===== src/rtl/guard_pkg.sv =====
// guard_pkg: shared types and constants for the guard sprite sequencer.
//   guard_state_t : walk/pause FSM states
//   guard_regs_t  : registered FSM state, position and counters
//   FRAME_W/H     : sprite dimensions in pixels
//   RIGHT1..LEFT2 : frame_sel encodings ({facing_left, step})
package guard_pkg;

    localparam int FRAME_W = 21;
    localparam int FRAME_H = 45;
    localparam int CNT_W   = 8;

    localparam logic [1:0] RIGHT1 = 2'd0;
    localparam logic [1:0] RIGHT2 = 2'd1;
    localparam logic [1:0] LEFT1  = 2'd2;
    localparam logic [1:0] LEFT2  = 2'd3;

    typedef enum logic [2:0] {
        IDLE,
        WALK_R,
        PAUSE_R,
        WALK_L,
        PAUSE_L
    } guard_state_t;

    typedef struct packed {
        guard_state_t     state;
        logic [9:0]       x;
        logic             facing;
        logic             step;
        logic [CNT_W-1:0] hold;
        logic [CNT_W-1:0] pause;
    } guard_regs_t;

endpackage


===== src/rtl/guard_pixel_addr.sv =====
// guard_pixel_addr: per-pixel hit test and frame ROM address generation.
//   vga_clk, reset_n     : pixel clock, async active-low reset
//   DrawX, DrawY, blank  : raster position and visible-area flag
//   guard_x              : sprite left x (stable over the visible frame)
//   rom_address          : ly*FRAME_W+lx, registered one cycle after DrawX/DrawY
//   sprite_on            : hit delayed two cycles to line up with ROM q
module guard_pixel_addr
    import guard_pkg::*;
#(
    parameter int GUARD_Y = 300
) (
    input  logic        vga_clk,
    input  logic        reset_n,
    input  logic [9:0]  DrawX,
    input  logic [9:0]  DrawY,
    input  logic        blank,
    input  logic [9:0]  guard_x,
    output logic [10:0] rom_address,
    output logic        sprite_on
);

    logic [10:0] lx, ly, addr;
    logic        hit;
    logic [1:0]  vld_pipe;

    // 11-bit differences; bit 10 set means the pixel is left of / above the sprite
    always_comb begin
        lx   = {1'b0, DrawX} - {1'b0, guard_x};
        ly   = {1'b0, DrawY} - 11'(GUARD_Y);
        hit  = blank & ~lx[10] & (lx < 11'(FRAME_W)) & ~ly[10] & (ly < 11'(FRAME_H));
        addr = ly * 11'(FRAME_W) + lx;
    end

    always_ff @(posedge vga_clk or negedge reset_n) begin
        if (!reset_n) begin
            rom_address <= '0;
            vld_pipe    <= '0;
        end else begin
            rom_address <= hit ? addr : 11'd0;
            vld_pipe    <= {vld_pipe[0], hit};
        end
    end

    assign sprite_on = vld_pipe[1];

endmodule


===== src/rtl/guard_sprite_sequencer.sv =====
// guard_sprite_sequencer: walks the guard between X_MIN and X_MAX, pausing at
// each limit, and animates the walk cycle. All updates happen on frame_start
// so position and frame are stable for the whole visible frame.
//   vga_clk, reset_n        : pixel clock, async active-low reset
//   frame_start             : one-cycle pulse at start of vertical blanking
//   enable                  : walking permitted
//   DrawX, DrawY, blank     : raster position, visible-area flag
//   guard_x, facing_left    : current sprite position and facing
//   frame_sel               : {facing_left, step} frame ROM select
//   rom_address, sprite_on  : pixel-path outputs from guard_pixel_addr
module guard_sprite_sequencer
    import guard_pkg::*;
#(
    parameter int GUARD_Y      = 300,
    parameter int X_MIN        = 40,
    parameter int X_MAX        = 560,
    parameter int STEP         = 2,
    parameter int FRAME_HOLD   = 8,
    parameter int PAUSE_FRAMES = 30
) (
    input  logic        vga_clk,
    input  logic        reset_n,
    input  logic        frame_start,
    input  logic        enable,
    input  logic [9:0]  DrawX,
    input  logic [9:0]  DrawY,
    input  logic        blank,
    output logic [9:0]  guard_x,
    output logic        facing_left,
    output logic [1:0]  frame_sel,
    output logic [10:0] rom_address,
    output logic        sprite_on
);

    guard_regs_t cur, nxt;
    logic [10:0] x_inc;

    always_ff @(posedge vga_clk or negedge reset_n) begin
        if (!reset_n) begin
            cur.state  <= IDLE;
            cur.x      <= 10'(X_MIN);
            cur.facing <= 1'b0;
            cur.step   <= 1'b0;
            cur.hold   <= '0;
            cur.pause  <= '0;
        end else begin
            cur <= nxt;
        end
    end

    always_comb begin
        nxt   = cur;
        x_inc = {1'b0, cur.x} + 11'(STEP);
        if (frame_start) begin
            if (!enable) begin
                // Stop in place: keep x and facing, drop animation state
                if (cur.state != IDLE) begin
                    nxt.state = IDLE;
                    nxt.step  = 1'b0;
                    nxt.hold  = '0;
                    nxt.pause = '0;
                end
            end else begin
                unique case (cur.state)
                    IDLE: begin
                        nxt.state = cur.facing ? WALK_L : WALK_R;
                        nxt.step  = 1'b0;
                        nxt.hold  = '0;
                        nxt.pause = '0;
                    end
                    WALK_R, WALK_L: begin
                        // Compare before moving so an uneven span clamps, never overshoots
                        if ((cur.state == WALK_R) ? (x_inc >= 11'(X_MAX))
                                                  : ({1'b0, cur.x} <= 11'(X_MIN + STEP))) begin
                            nxt.x     = (cur.state == WALK_R) ? 10'(X_MAX) : 10'(X_MIN);
                            nxt.state = (cur.state == WALK_R) ? PAUSE_R : PAUSE_L;
                            nxt.step  = 1'b0;
                            nxt.hold  = '0;
                            nxt.pause = '0;
                        end else begin
                            nxt.x = (cur.state == WALK_R) ? x_inc[9:0] : cur.x - 10'(STEP);
                            if (cur.hold == CNT_W'(FRAME_HOLD - 1)) begin
                                nxt.hold = '0;
                                nxt.step = ~cur.step;
                            end else begin
                                nxt.hold = cur.hold + 1'b1;
                            end
                        end
                    end
                    PAUSE_R, PAUSE_L: begin
                        nxt.step = 1'b0;
                        if (cur.pause == CNT_W'(PAUSE_FRAMES - 1)) begin
                            nxt.facing = ~cur.facing;
                            nxt.state  = (cur.state == PAUSE_R) ? WALK_L : WALK_R;
                            nxt.pause  = '0;
                            nxt.hold   = '0;
                        end else begin
                            nxt.pause = cur.pause + 1'b1;
                        end
                    end
                    default: nxt.state = IDLE;
                endcase
            end
        end
    end

    assign guard_x     = cur.x;
    assign facing_left = cur.facing;
    assign frame_sel   = {cur.facing, cur.step};

    guard_pixel_addr #(
        .GUARD_Y (GUARD_Y)
    ) u_pix (
        .vga_clk     (vga_clk),
        .reset_n     (reset_n),
        .DrawX       (DrawX),
        .DrawY       (DrawY),
        .blank       (blank),
        .guard_x     (cur.x),
        .rom_address (rom_address),
        .sprite_on   (sprite_on)
    );

endmodule

===== config.mk =====
export PLATFORM = sky130hd
export DESIGN_NAME = guard_sprite_sequencer
export DESIGN_NICKNAME = d
export VERILOG_FILES = /design/src/rtl/guard_pkg.sv /design/src/rtl/guard_pixel_addr.sv /design/src/rtl/guard_sprite_sequencer.sv
export SDC_FILE = /design/constraint.sdc
export NUM_CORES = 1
export LEC_CHECK = 0
export CORE_MARGIN = 5
export CORE_UTILIZATION = 50
export CTS_CLUSTER_DIAMETER = 100
export DETAILED_ROUTE_END_ITERATION = 16
export PLACE_DENSITY = 0.76
export SLEW_MARGIN = 10
export SYNTH_ARGS = -nofsm -noshare
export SYNTH_HDL_FRONTEND = slang
export SYNTH_SLANG_ARGS = --single-unit
export TNS_END_PERCENT = 30

===== constraint.sdc =====
create_clock -name vga_clk -period 4.4 [get_ports vga_clk]
set_clock_uncertainty 0.05 [all_clocks]
set_input_delay 1.32 -clock vga_clk [delete_from_list [all_inputs] [get_ports vga_clk]]
set_output_delay 1.32 -clock vga_clk [all_outputs]
set_load 0.02 [all_outputs]

# Word level (Yosys, flattened, before mapping)
# Index checks and enable logic that the tools add are counted.
[totals] reg_bits=44 inputBits=25 output_inout_bits=25 wordCells=71
[op_classes] add_sub_neg=7 mul=1 order_cmp=4 n_eq_ne=10 mux=22 bitwise=8 n_reduce_logical=11
[ops] op="17-bit one-hot mux with 3 select lines" count=1
[ops] op="17-bit two-way mux" count=2
[ops] op="8-bit two-way mux" count=4
[ops] op="10-bit two-way mux" count=3
[ops] op="4-bit AND reduction" count=5
[ops] op="8-bit by 1-bit adder with 8-bit output, second input constant" count=2
[ops] op="3-bit two-way mux" count=5
[ops] op="10-bit by 2-bit adder with 11-bit output, second input constant" count=1
[ops] op="11-bit adder" count=1
[ops] op="11-bit by 10-bit >= comparator with 1-bit output, second input constant" count=1
[ops] op="11-bit by 5-bit < comparator with 1-bit output, second input constant" count=1
[ops] op="11-bit by 6-bit < comparator with 1-bit output, second input constant" count=1
[ops] op="11-bit by 5-bit multiplier with 11-bit output, second input constant" count=1
[ops] op="11-bit two-way mux" count=1
[ops] op="10-bit by 10-bit subtractor with 11-bit output" count=1
[ops] op="10-bit by 9-bit subtractor with 11-bit output, second input constant" count=1
[ops] op="10-bit by 6-bit less-or-equal comparator with 1-bit output, second input constant" count=1
[ops] op="10-bit by 2-bit subtractor with 10-bit output, second input constant" count=1
[ops] op="9-bit two-way mux" count=1
[ops] op="3-bit one-hot mux with 3 select lines" count=1
[ops] op="8-bit by 3-bit equality test with 1-bit output, second input constant" count=1
[ops] op="8-bit by 5-bit equality test with 1-bit output, second input constant" count=1
[ops] op="3-bit by 2-bit equality test with 1-bit output, second input constant" count=2
[ops] op="3-bit != test, second input constant" count=2
[ops] op="13 further kinds" count=22

# Depth between registers and ports, before layout
# Gate-level depths: netlist (run 1).
[logic_depth] depth_word=7 ltp_mapped=20 mapped_depth_nobuf=19

# Modules after synthesis
# A second synthesis (run 1) with hierarchy kept.
[unflattened] hier_cells=507 area_unflattened_um2=4448.0
[modules_own_cells] module="guard_pixel_addr" instances=1 cells_per_inst=251 area_per_inst_um2=2283.4 seq_area_each_um2=325.3
[modules_own_cells] module="guard_sprite_sequencer" instances=1 cells_per_inst=256 area_per_inst_um2=2164.6 seq_area_each_um2=753.2

# Worst setup path after synthesis (run 1)
# OpenSTA, ideal clock, no wires.
[synth_timing] kind="in2reg" from="input DrawX[2]" to="register u_pix.rom_address[10]" setup_time_ns=0.119 t_arrival_ns=5.182 required_time_ns=4.231 path_slack_ns=-0.951 cell_stages=18 n_path_buf=0 cell_sequence="ha_1 > a21oi_1 > or3b_1 > a21oi_1 > nor2_1 > ha_1 > fa_1 > inv_1 > fa_1 > inv_1 > ha_1 > o21ai_0 > nor2_1 > or2_2 > or3_1 > a31oi_1 > xnor2_1 > nor2_1"
[synth_via] elab_chain_len=7
[synth_lines] item="from (decl)" line_no="guard_sprite_sequencer.sv:25" source="input logic [9:0] DrawX,"
[synth_lines] item="10-bit by 10-bit subtractor with 11-bit output (*)" line_no="guard_pixel_addr.sv:28" source="lx = {1'b0, DrawX} - {1'b0, guard_x};"
[synth_lines] item="branches (longest 5 deep; another with 11-bit by 5-bit < comparator with 1-bit output)"
[synth_lines] item="11-bit two-way mux (*)" line_no="guard_pixel_addr.sv:39" source="rom_address <= hit ? addr : 11'd0;"
[synth_lines] item="to (signal assigned)" line_no="guard_pixel_addr.sv:39"
[synth_lines] item="to (decl)" line_no="guard_pixel_addr.sv:18" source="output logic [10:0] rom_address,"
# Every way passes the cells marked *.
# A chain may end at the register's enable or synchronous reset.

# Worst setup path after layout (run 1)
[layout_timing] from="input DrawY[2]" to="register u_pix.rom_address[10]"
[layout_via] elab_chain_len=5
[layout_lines] item="from (decl)" line_no="guard_sprite_sequencer.sv:26" source="input logic [9:0] DrawY,"
[layout_lines] item="10-bit by 9-bit subtractor with 11-bit output (*)" line_no="guard_pixel_addr.sv:29" source="ly = {1'b0, DrawY} - 11'(GUARD_Y);"
[layout_lines] item="branches (longest 3 deep; another with 11-bit by 5-bit multiplier with 11-bit output)"
[layout_lines] item="11-bit two-way mux (*)" line_no="guard_pixel_addr.sv:39"
# Marks and branches as above.

==> results.txt, run 1 <==
Worst EP required: 4.55 ns
Initial Utilization: 0.5184
Violated checks: negative setup slack
GRT overflow: 0
Critical setup path kind: in -> reg
GPL Wtd Cong: 0.9181
Synth top area share: 0.2535
Cts bufs inserted: 5
Post-synth EDFFs: 0
Sw Pwr: 2090 µW
RR Startpoint: guard_x[5]$_DFFE_PN1P_
Min-Delay Path Depth: 0
Element type at the critical path start: primary input
# clock sinks: 43
Synthesized cell area: 0.004048 mm²
Clk Latency, worst-skew pair: 0.30 ns
Syn. warnings: 0
Asr flop ratio synth: 1.000
Vias/cell: 5.709
Clk root buf: clkbuf_8
Cts hold-fix bufs: 0
Outcome: finished, violations left
Clock transition at the registers of the reported paths: 0.09 ns
Final instance area: 0.005354 mm²
RSZ-0062 raised after global routing: true
Hold Crit Start: u_pix.vld_pipe[0]$_DFF_PN0_
First-pass GRT wire length: 17390 µm
Combinational share of power: 0.810
Lkg Pwr: 0.002445 µW
Final slew viol count: 0
Layout cell share with drive strength beyond 1: 0.2288
Area delta synth->final: 32.27%
Hold crit path type: reg -> reg
Number of global-route vias before repair: 3779
Buffers on Ports: 48
Die Wd: 99.98 µm
Max Cap Viol: 0
Power Density: 869.8 mW/mm²
Library cells used by synthesis: 60
CTS tree: done
Worst vdd ir: 1.053 mV
Post-synth top area cell: dfrtp_1
Final WL: 10710 µm
Die Height: 99.98 µm
Setup violators final: 5
Routed Antenna Nets: 0
Sequential-to-total area share from yosys stat: 0.2665
Die footprint: 0.009995 mm²
Crit path max fanout: 3
Hold Vio Cnt, Final: 0
Worst slew pin tran: 0.9795 ns
Slew headroom: 0.3470
Synth area leaders: dfrtp_1, ha_1, fa_1
Avg WL per Cell: 16.30 µm
Detailed-route via count: 3751
CP endpoint kind: flip-flop
Initial antenna violation count: 0
Detailed Routing Iterations Pass 1: 5
# IOs: 50
F_max: 203.2 MHz
Post-DP HPWL: 7737 µm
Final min period: 4.922 ns
Seq pwr share: 0.110
Critical path arrival: 5.07 ns
Diodes inserted: 0
CTS max path bufs: 2
Post-synthesis register bit count: 43
Period utilisation layout: 1.119
Primary FF master, synth: dfrtp_1
FP Rows: 32
Syn nets: 547
DRC viols: 0
Pint: 2567 µW
Sw frac: 0.4489
Placed cell areas: 0.004966 mm²
CP startpoint: DrawY[2]
Synth top cells by count: ha_1, inv_1, dfrtp_1
Nets: 638
PnR worst setup slack: -0.5224 ns
Clk pwr share: 0.080
Post-Synthesis Cells: 463
Power Total: 4657 µW
Htree depth: 2
Pin count of the biggest net entering global routing: 44
R2R depth: 20
Syn Area/Cell: 8.742 µm²
GRT Resource Usage Total: 0.2115
Core Area: 0.007807 mm²
Drt initial violations: 292
final timing paths:
kind | endpoint | slack (ns)
max in group asynchronous | guard_x[9]$_DFFE_PN0P_ | 2.57
min in group asynchronous | u_pix.rom_address[6]$_DFF_PN0_ | 1.12
max reg2reg | u_pix.rom_address[10]$_DFF_PN0_ | -0.02
min | u_pix.vld_pipe[1]$_DFF_PN0_ | 0.32
max | u_pix.rom_address[10]$_DFF_PN0_ | -0.52
min reg2reg | u_pix.vld_pipe[1]$_DFF_PN0_ | 0.32
cells in the final DEF, fill, tap and decap left out, types with 5 or more instances in the layout:
| master | count |
|---|---|
| o2bb2ai_1 | 6 |
| o21ai_0 | 22 |
| clkdlybuf4s50_1 | 42 |
| nor2b_1 | 5 |
| xor2_1 | 8 |
| nor3_1 | 14 |
| inv_1 | 40 |
| nand4_1 | 7 |
| ha_4 | 10 |
| fa_1 | 11 |
| nor2_1 | 33 |
| nand3_1 | 17 |
| dfrtp_1 | 41 |
| nand2b_1 | 9 |
| a31oi_1 | 10 |
| inv_2 | 5 |
| a21oi_1 | 14 |
| buf_4 | 60 |
| nand2_1 | 26 |
| xnor2_1 | 15 |
| or4_1 | 5 |
| clkbuf_8 | 5 |
| a21oi_2 | 7 |
| a21o_1 | 7 |
| ha_1 | 34 |
| or3_1 | 6 |
power groups by stage:
stage,clock [µW],combinational (µW),sequential [µW]
2_1_floorplan,0,2080,509
3_5_place_dp,0,3020,519
4_1_cts,373,3340,512
6_report,370,3770,514
5_1_grt,392,4110,523
3_3_place_gp,0,2890,517
what timing repair did:
item | CTS | global route
setup buffers | 10 | 1
resized for setup | 43 | 22
cloned | 0 | 0
pin swaps | 32 | 28
endpoints found under the setup margin | 7 | 6
per-stage QoR:
stage	setup WS (ns)	cells	utilization	setup TNS, ns	hold WS [ns]
after floorplan	-0.6176	463	-	-1.421	0.2812
after global placement	-1.244	638	0.6361	-5.901	0.2835
after detailed placement	-1.395	638	0.6361	-6.500	0.3049
after CTS	-0.6171	656	0.6713	-2.061	0.3242
after global routing	-0.6307	657	0.6857	-2.492	0.3357
final	-0.5224	657	0.6857	-1.921	0.3191
flip-flops by register name (all words and copies together), names as in the netlist:
| name | cells |
|---|---|
| u_pix.rom_address | 11 |
| u_pix.vld_pipe | 2 |
| facing_left | 1 |
| guard_x | 9 |
| frame_sel | 1 |
| cur | 19 |
critical path: stages:
cell             delay (ns)
clkdlybuf4s50_1        0.45
ha_2                   0.22
o21a_1                 0.22
xnor2_2                0.15
ha_1                   0.32
fa_1                   0.51
inv_1                  0.06
fa_1                   0.51
inv_2                  0.05
ha_4                   0.22
o21ai_2                0.06
nor2_2                 0.06
or2_4                  0.24
or3_1                  0.32
a31oi_1                0.18
xnor2_1                0.14
nor2_1                 0.06
cell type report:
type,count,area [µm²]
multi-input cells,350,2905
repair buffers,109,940.9
inverters,45,168.9
fillers,585,2454
well taps,102,127.6
clock inverters,2,60.06
clock buffers,6,72.57
flip-flops and latches,43,1079
kinds of logic (layout without fill, tap and decap cells):
| kind of cell | Yosys count | after routing | synth area share |
|---|---|---|---|
| AOI/OAI and AO/OA | 104 | 104 | 0.1743 |
| xor gates and xnor gates | 27 | 27 | 0.05842 |
| adders and majority gates | 59 | 59 | 0.2083 |
| buffers and inverters | 70 | 162 | 0.07975 |
| DFF | 43 | 43 | 0.2665 |
| muxes | 4 | 4 | 0.01051 |
| other | 2 | 2 | 0.001855 |
| and+or+nand+nor | 154 | 154 | 0.2003 |
routing by layer:
metal / vias up / wire length, µm / GRT usage
li1: 1811 / - / -
met1: 1790 / 4412 / 0.2683
met2: 128 / 5483 / 0.3756
met3: 22 / 539 / 0.02641
met4: 0 / 276 / 0.06425
met5: - / 0 / 0
Power figures use the tool's default switching activity.
==> run 2, diff against run 1 <==
--- a/config.mk
+++ b/config.mk
@@ -5,10 +5,11 @@
 export SDC_FILE = /design/constraint.sdc
 export NUM_CORES = 1
 export LEC_CHECK = 0
-export CORE_MARGIN = 5
+export CORE_MARGIN = 4
 export CORE_UTILIZATION = 50
 export CTS_CLUSTER_DIAMETER = 100
 export DETAILED_ROUTE_END_ITERATION = 16
+export GPL_ROUTABILITY_DRIVEN = 0
 export PLACE_DENSITY = 0.76
 export SLEW_MARGIN = 10
 export SYNTH_ARGS = -nofsm -noshare
==> run 2 against run 1 <==
  * The flow still finishes with violations (negative setup slack)
  * Cell count shrank 0.91%
  * Core utilization shrank 0.82 points
  * Flip-flop and latch count is the same
  * Routed wire length shrank 3.6%
  * Maximum frequency grew 0.35%
  * Hold slack lost 0.0025 ns
  * Die area shrank 4.0%
  * First-iteration DRC count grew 4.1%
  * Largest cell class unchanged
==> results.txt, run 2 (synthesized netlist as in run 1, its figures left out) <==
Lkg Pwr: 0.002403 µW
Drt initial violations: 304
Final slew viol count: 0
Die Height: 97.98 µm
Avg WL per Cell: 15.87 µm
Die Wd: 97.98 µm
Multi-input gate area: 0.002914 mm²
Core Area: 0.007807 mm²
Buffers on Ports: 48
Detailed-route via count: 3760
Element type at the critical path start: primary input
PnR worst setup slack: -0.5052 ns
Vias/cell: 5.776
GRT Resource Usage Total: 0.2169
Power Density: 835.4 mW/mm²
Worst slew pin tran: 0.9740 ns
Post-DP HPWL: 7689 µm
CTS tree: done
# IOs: 50
Sequential cell area: 0.001079 mm²
Max Cap Viol: 0
Max reg flops: 19
Fillers: 587
# clock sinks: 43
Layout cell share with drive strength beyond 1: 0.2222
Critical setup path kind: in -> reg
DRC viols: 0
RSZ-0062 raised after global routing: true
Area delta synth->final: 30.70%
Placed cell areas: 0.004981 mm²
Clk root buf: clkbuf_8
Pin count of the biggest net entering global routing: 44
Htree depth: 2
F_max: 203.9 MHz
Initial antenna violation count: 0
Final min period: 4.905 ns
CP endpoint kind: flip-flop
Largest Register: cur
GRT overflow: 0
Die footprint: 0.009599 mm²
Clk Latency, worst-skew pair: 0.29 ns
Hold Vio Cnt, Final: 0
Clock transition at the registers of the reported paths: 0.08 ns
Period utilisation layout: 1.115
Critical path arrival: 5.04 ns
Final instance area: 0.005290 mm²
Crit path max fanout: 2
Slew headroom: 0.3507
Power Total: 4419 µW
Number of global-route vias before repair: 3823
Worst vdd ir: 0.9566 mV
Hold crit path type: reg -> reg
FP Rows: 32
Detailed Routing Iterations Pass 1: 5
Outcome: finished, violations left
Final WL: 10330 µm
Setup TNS: -1.378 ns
Cts bufs inserted: 5
Worst EP required: 4.54 ns
Setup violators final: 4
Most common cell after layout, fill and taps aside: buf_4
CTS max path bufs: 2
First-pass GRT wire length: 17460 µm
Diodes inserted: 0
Routed Antenna Nets: 0
Most frequent cells in the layout: buf_4, clkdlybuf4s50_1, dfrtp_1
Initial Utilization: 0.5184
Nets: 632
Violated checks: negative setup slack
==> run 2: critical path, stage by stage <==
cell and delay, ns:
buf_2 0.12, ha_4 0.27, nand2_2 0.06, or3b_4 0.42, and3_4 0.17, nor2_4 0.14, ha_4 0.21, fa_1 0.47
inv_1 0.05, fa_1 0.49, inv_2 0.05, ha_4 0.24, o21ai_2 0.06, nor2_2 0.06, or2_4 0.23, or3_1 0.35
a31oi_1 0.17, xnor2_1 0.14, nor2_1 0.05
==> run 2: repair_timing <==
item                                    CTS  global route
pin swaps                                30            20
buffers inserted                          2             1
hold endpoints to repair                  0             0
gates resized for setup                  46            14
hold buffers                              0             0
endpoints found under the setup margin    7             6
==> run 2: where the power goes <==
part / internal, µW / switching (µW)
Sequential: 449 / 67.2
Combinational: 1790 / 1750
Clock: 227 / 140
Total: 2460 / 1950
==> run 2: per-stage QoR <==
| step | cells | hold WS (ns) | setup WS, ns | utilization |
|---|---|---|---|---|
| floorplan | 463 | 0.2812 | -0.6176 | - |
| global placement | 640 | 0.2831 | -1.245 | 0.6380 |
| detailed placement | 640 | 0.3032 | -1.410 | 0.6380 |
| CTS | 650 | 0.3219 | -0.5769 | 0.6683 |
| global route | 651 | 0.3272 | -0.6673 | 0.6776 |
| finish | 651 | 0.3165 | -0.5052 | 0.6776 |
==> run 2: cell type report <==
class | instances | share of cell area
flip-flops and latches | 43 | 0.2039
clock buffers | 6 | 0.01372
clock inverters | 2 | 0.01135
repair buffers | 103 | 0.1641
multi-input cells | 350 | 0.5509
well taps | 102 | 0.02412
inverters | 45 | 0.03193
==> run 2: final timing paths <==
check / startpoint / endpoint / slack (ns) / depth (start not counted)
worst max-delay path: DrawX[5] / u_pix.rom_address[10]$_DFF_PN0_ / -0.51 / 19
worst min-delay path: u_pix.vld_pipe[0]$_DFF_PN0_ / u_pix.vld_pipe[1]$_DFF_PN0_ / 0.32 / 0
worst max register to register: guard_x[5]$_DFFE_PN1P_ / u_pix.rom_address[10]$_DFF_PN0_ / 0.02 / 19
worst min register to register: u_pix.vld_pipe[0]$_DFF_PN0_ / u_pix.vld_pipe[1]$_DFF_PN0_ / 0.32 / 0
max in group asynchronous: reset_n / cur[14]$_DFFE_PN0P_ / 2.57 / 1
min in group asynchronous: reset_n / cur[3]$_DFFE_PN0P_ / 1.12 / 1
==> run 2: per-layer routing <==
metal | vias to the layer above | track usage | wire [µm]
met5 | - | 0 | 0
met4 | 0 | 0.08307 | 304
met3 | 29 | 0.03857 | 539
met2 | 152 | 0.3670 | 5238
met1 | 1787 | 0.2758 | 4247
li1 | 1792 | - | -
==> RTL edit, RTL diff (flow settings as in run 2) <==
Make the reset (`reset_n`) synchronous in 2 clocked blocks. Comments in the files are not updated.
--- a/src/rtl/guard_pixel_addr.sv
+++ b/src/rtl/guard_pixel_addr.sv
@@ -31,7 +31,7 @@
         addr = ly * 11'(FRAME_W) + lx;
     end
 
-    always_ff @(posedge vga_clk or negedge reset_n) begin
+    always_ff @(posedge vga_clk) begin
         if (!reset_n) begin
             rom_address <= '0;
             vld_pipe    <= '0;
--- a/src/rtl/guard_sprite_sequencer.sv
+++ b/src/rtl/guard_sprite_sequencer.sv
@@ -35,7 +35,7 @@
     guard_regs_t cur, nxt;
     logic [10:0] x_inc;
 
-    always_ff @(posedge vga_clk or negedge reset_n) begin
+    always_ff @(posedge vga_clk) begin
         if (!reset_n) begin
             cur.state  <= IDLE;
             cur.x      <= 10'(X_MIN);
Formal check against the unedited RTL: differs if reset_n is asserted again (counterexample within 4 cycles, from zero or initial values and one cycle with reset_n low); with reset_n held inactive, the same outputs for 10 cycles.
==> RTL edit against run 2 <==
- the flow still finishes with violations (setup timing)
- sequential share of layout area decreased by 4.0 points
- setup slack improved by 0.12 ns
- non-clock buffer count is the same
- design area is 0.76% lower
- area after synthesis down 0.43%
- count of clock-buffer cells in the layout shrank 1
- sequential cell count is the same
- wire length is 0.18% lower
- cell count increased by 4.6%
- critical path depth fell by 2
- critical endpoint is now u_pix.rom_address[10]
- highest routed layer unchanged
Power is not compared: it rests on default switching activity, and its combinational part moved more than twofold at a synthesized area within 25%.
==> RTL edit: results (changes against run 2) <==
Outcome
  • Status: finished with violations
  • Violated checks: setup timing

Placed design
  • Placement Setup Slack: -1.189 ns (+0.2204 ns)
  • Placed Cells: 668 (+4.4%)
  • Dpl hpwl: 7920 um (+3.0%)

Drt
  • Via count: 3739 (-0.56%)
  • Drt pass-1 iters: 4 (-1)
  • DRT iter0 DRCs: 161 (-47%)
  • Drt total wl: 10310 um (-0.18%)

Global routing
  • Met1 usage in global routing: 28.93% (+1.4 points)
  • First-pass GRT wire length: 17250 um (-1.2%)
  • Routing usage on met2: 36.79% (+0.093 points)
  • Pin count of the biggest net entering global routing: 22 (-50%)
  • GR Util met3: 2.500% (-1.4 points)
  • Total GRT Usage: 21.35% (-0.34 points)

Timing
  • Max transition margin: 36.73% (+1.7 points)
  • Final WS setup: -0.3865 ns (+0.1187 ns)
  • Setup TNS: -1.246 ns (+0.1323 ns)
  • Final Setup Violations: 5 (+1)

Worst setup path
  • Crit path arrival time: 4.91 ns (-0.13 ns)
  • Worst setup path start: DrawX[1]
  • RR Startpoint: guard_x[3]
  • Critical Path Max Stage Delay: 0.51 ns (+0.02 ns)

Worst hold path
  • Hold Path Depth: 1 (+1)
  • Min-delay src: u_pix.vld_pipe[0]

Synthesis
  • Async SR Flop Fraction: 0% (-100 points)
  • Syn. warnings: 0 (unchanged)
  • Ranking of synthesized cells by area: dfxtp_1 (21%), ha_1 (14%), fa_1 (7.0%), inv_1 (5.2%), xnor2_1 (4.3%)
  • Post-synthesis compound-gate area fraction: 16.83% (-0.61 points)
  • Synth Area in Adders: 20.61% (-0.22 points)
  • Mux contribution to synthesized area: 0.2484% (-0.80 points)
  • Commonest cells in the netlist: inv_1 (56), ha_1 (44), dfxtp_1 (43)
  • Avg Synthesized Cell Area: 8.076 um^2 (-7.6%)
  • XOR/XNOR Fraction of Synth Area: 7.172% (+1.3 points)

Clocking
  • Setup Buffers After CTS: 4 (+2)

Cells and area
  • Share of cells above drive strength 1: 22.80% (+0.58 points)
  • Post-route cell area: 5250 um^2 (-0.76%)
  • Fill cell count: 611 (+4.1%)
  • NumNets Final: 661 (+4.6%)
## RTL edit: cell count changes in the layout (fill, tap and decap cells not counted), moves of 4 or more
cell and change:
a21o_1 -4, a31oi_1 -5, nand3_1 +5, inv_1 +14, o2bb2ai_1 -6, o21ai_2 +4
dfxtp_1 +43, nor2_2 +9, and2_1 +5, dfrtp_1 -41
## RTL edit: cell families after synthesis
kind of cell | after synthesis
and+or+nand+nor | 173
AOI/OAI and AO/OA | 102
buffers and inverters | 88
adders and majority gates | 58
DFF | 43
xor gates and xnor gates | 33
other | 1
muxes | 1
## RTL edit: power groups by stage
stage | Sequential (mW) | Combinational [mW] | Clock, mW
floorplan | 0.403 | 0.652 | 0
global placement | 0.407 | 0.915 | 0
detailed placement | 0.407 | 0.964 | 0
CTS | 0.398 | 1.02 | 0.320
global route | 0.399 | 1.28 | 0.335
finish | 0.398 | 1.16 | 0.318
## RTL edit: worst max-delay path, delay by kind of cell
kind | cells | cell delay (ns)
compound gates | 6 | 0.89
xor+xnor | 2 | 0.39
fa+ha+maj | 5 | 1.68
buf+inv | 2 | 0.22
simple gates | 2 | 0.40
## RTL edit: final timing paths
kind	to	slack (ns)
min reg2reg	u_pix.vld_pipe[1]	0.39
max reg2reg	u_pix.rom_address[10]	0.29
max	u_pix.rom_address[10]	-0.39
min	u_pix.vld_pipe[1]	0.39
## RTL edit: layer usage
metal  share of wire [%]  vias to the layer above
li1                    -                     1865
met1                  46                     1782
met2                  50                       82
met3                 3.4                       10
met4                 1.2                        0
met5                   0                        -
## RTL edit: final cells by class
class	count	area share (%)
Multi-Input combinational cell	369	58.22
Timing Repair Buffer	103	16.80
Sequential cell	43	16.40
Inverter	56	4.004
Tap cell	102	2.431
Clock buffer	5	1.311
Clock inverter	3	0.8341
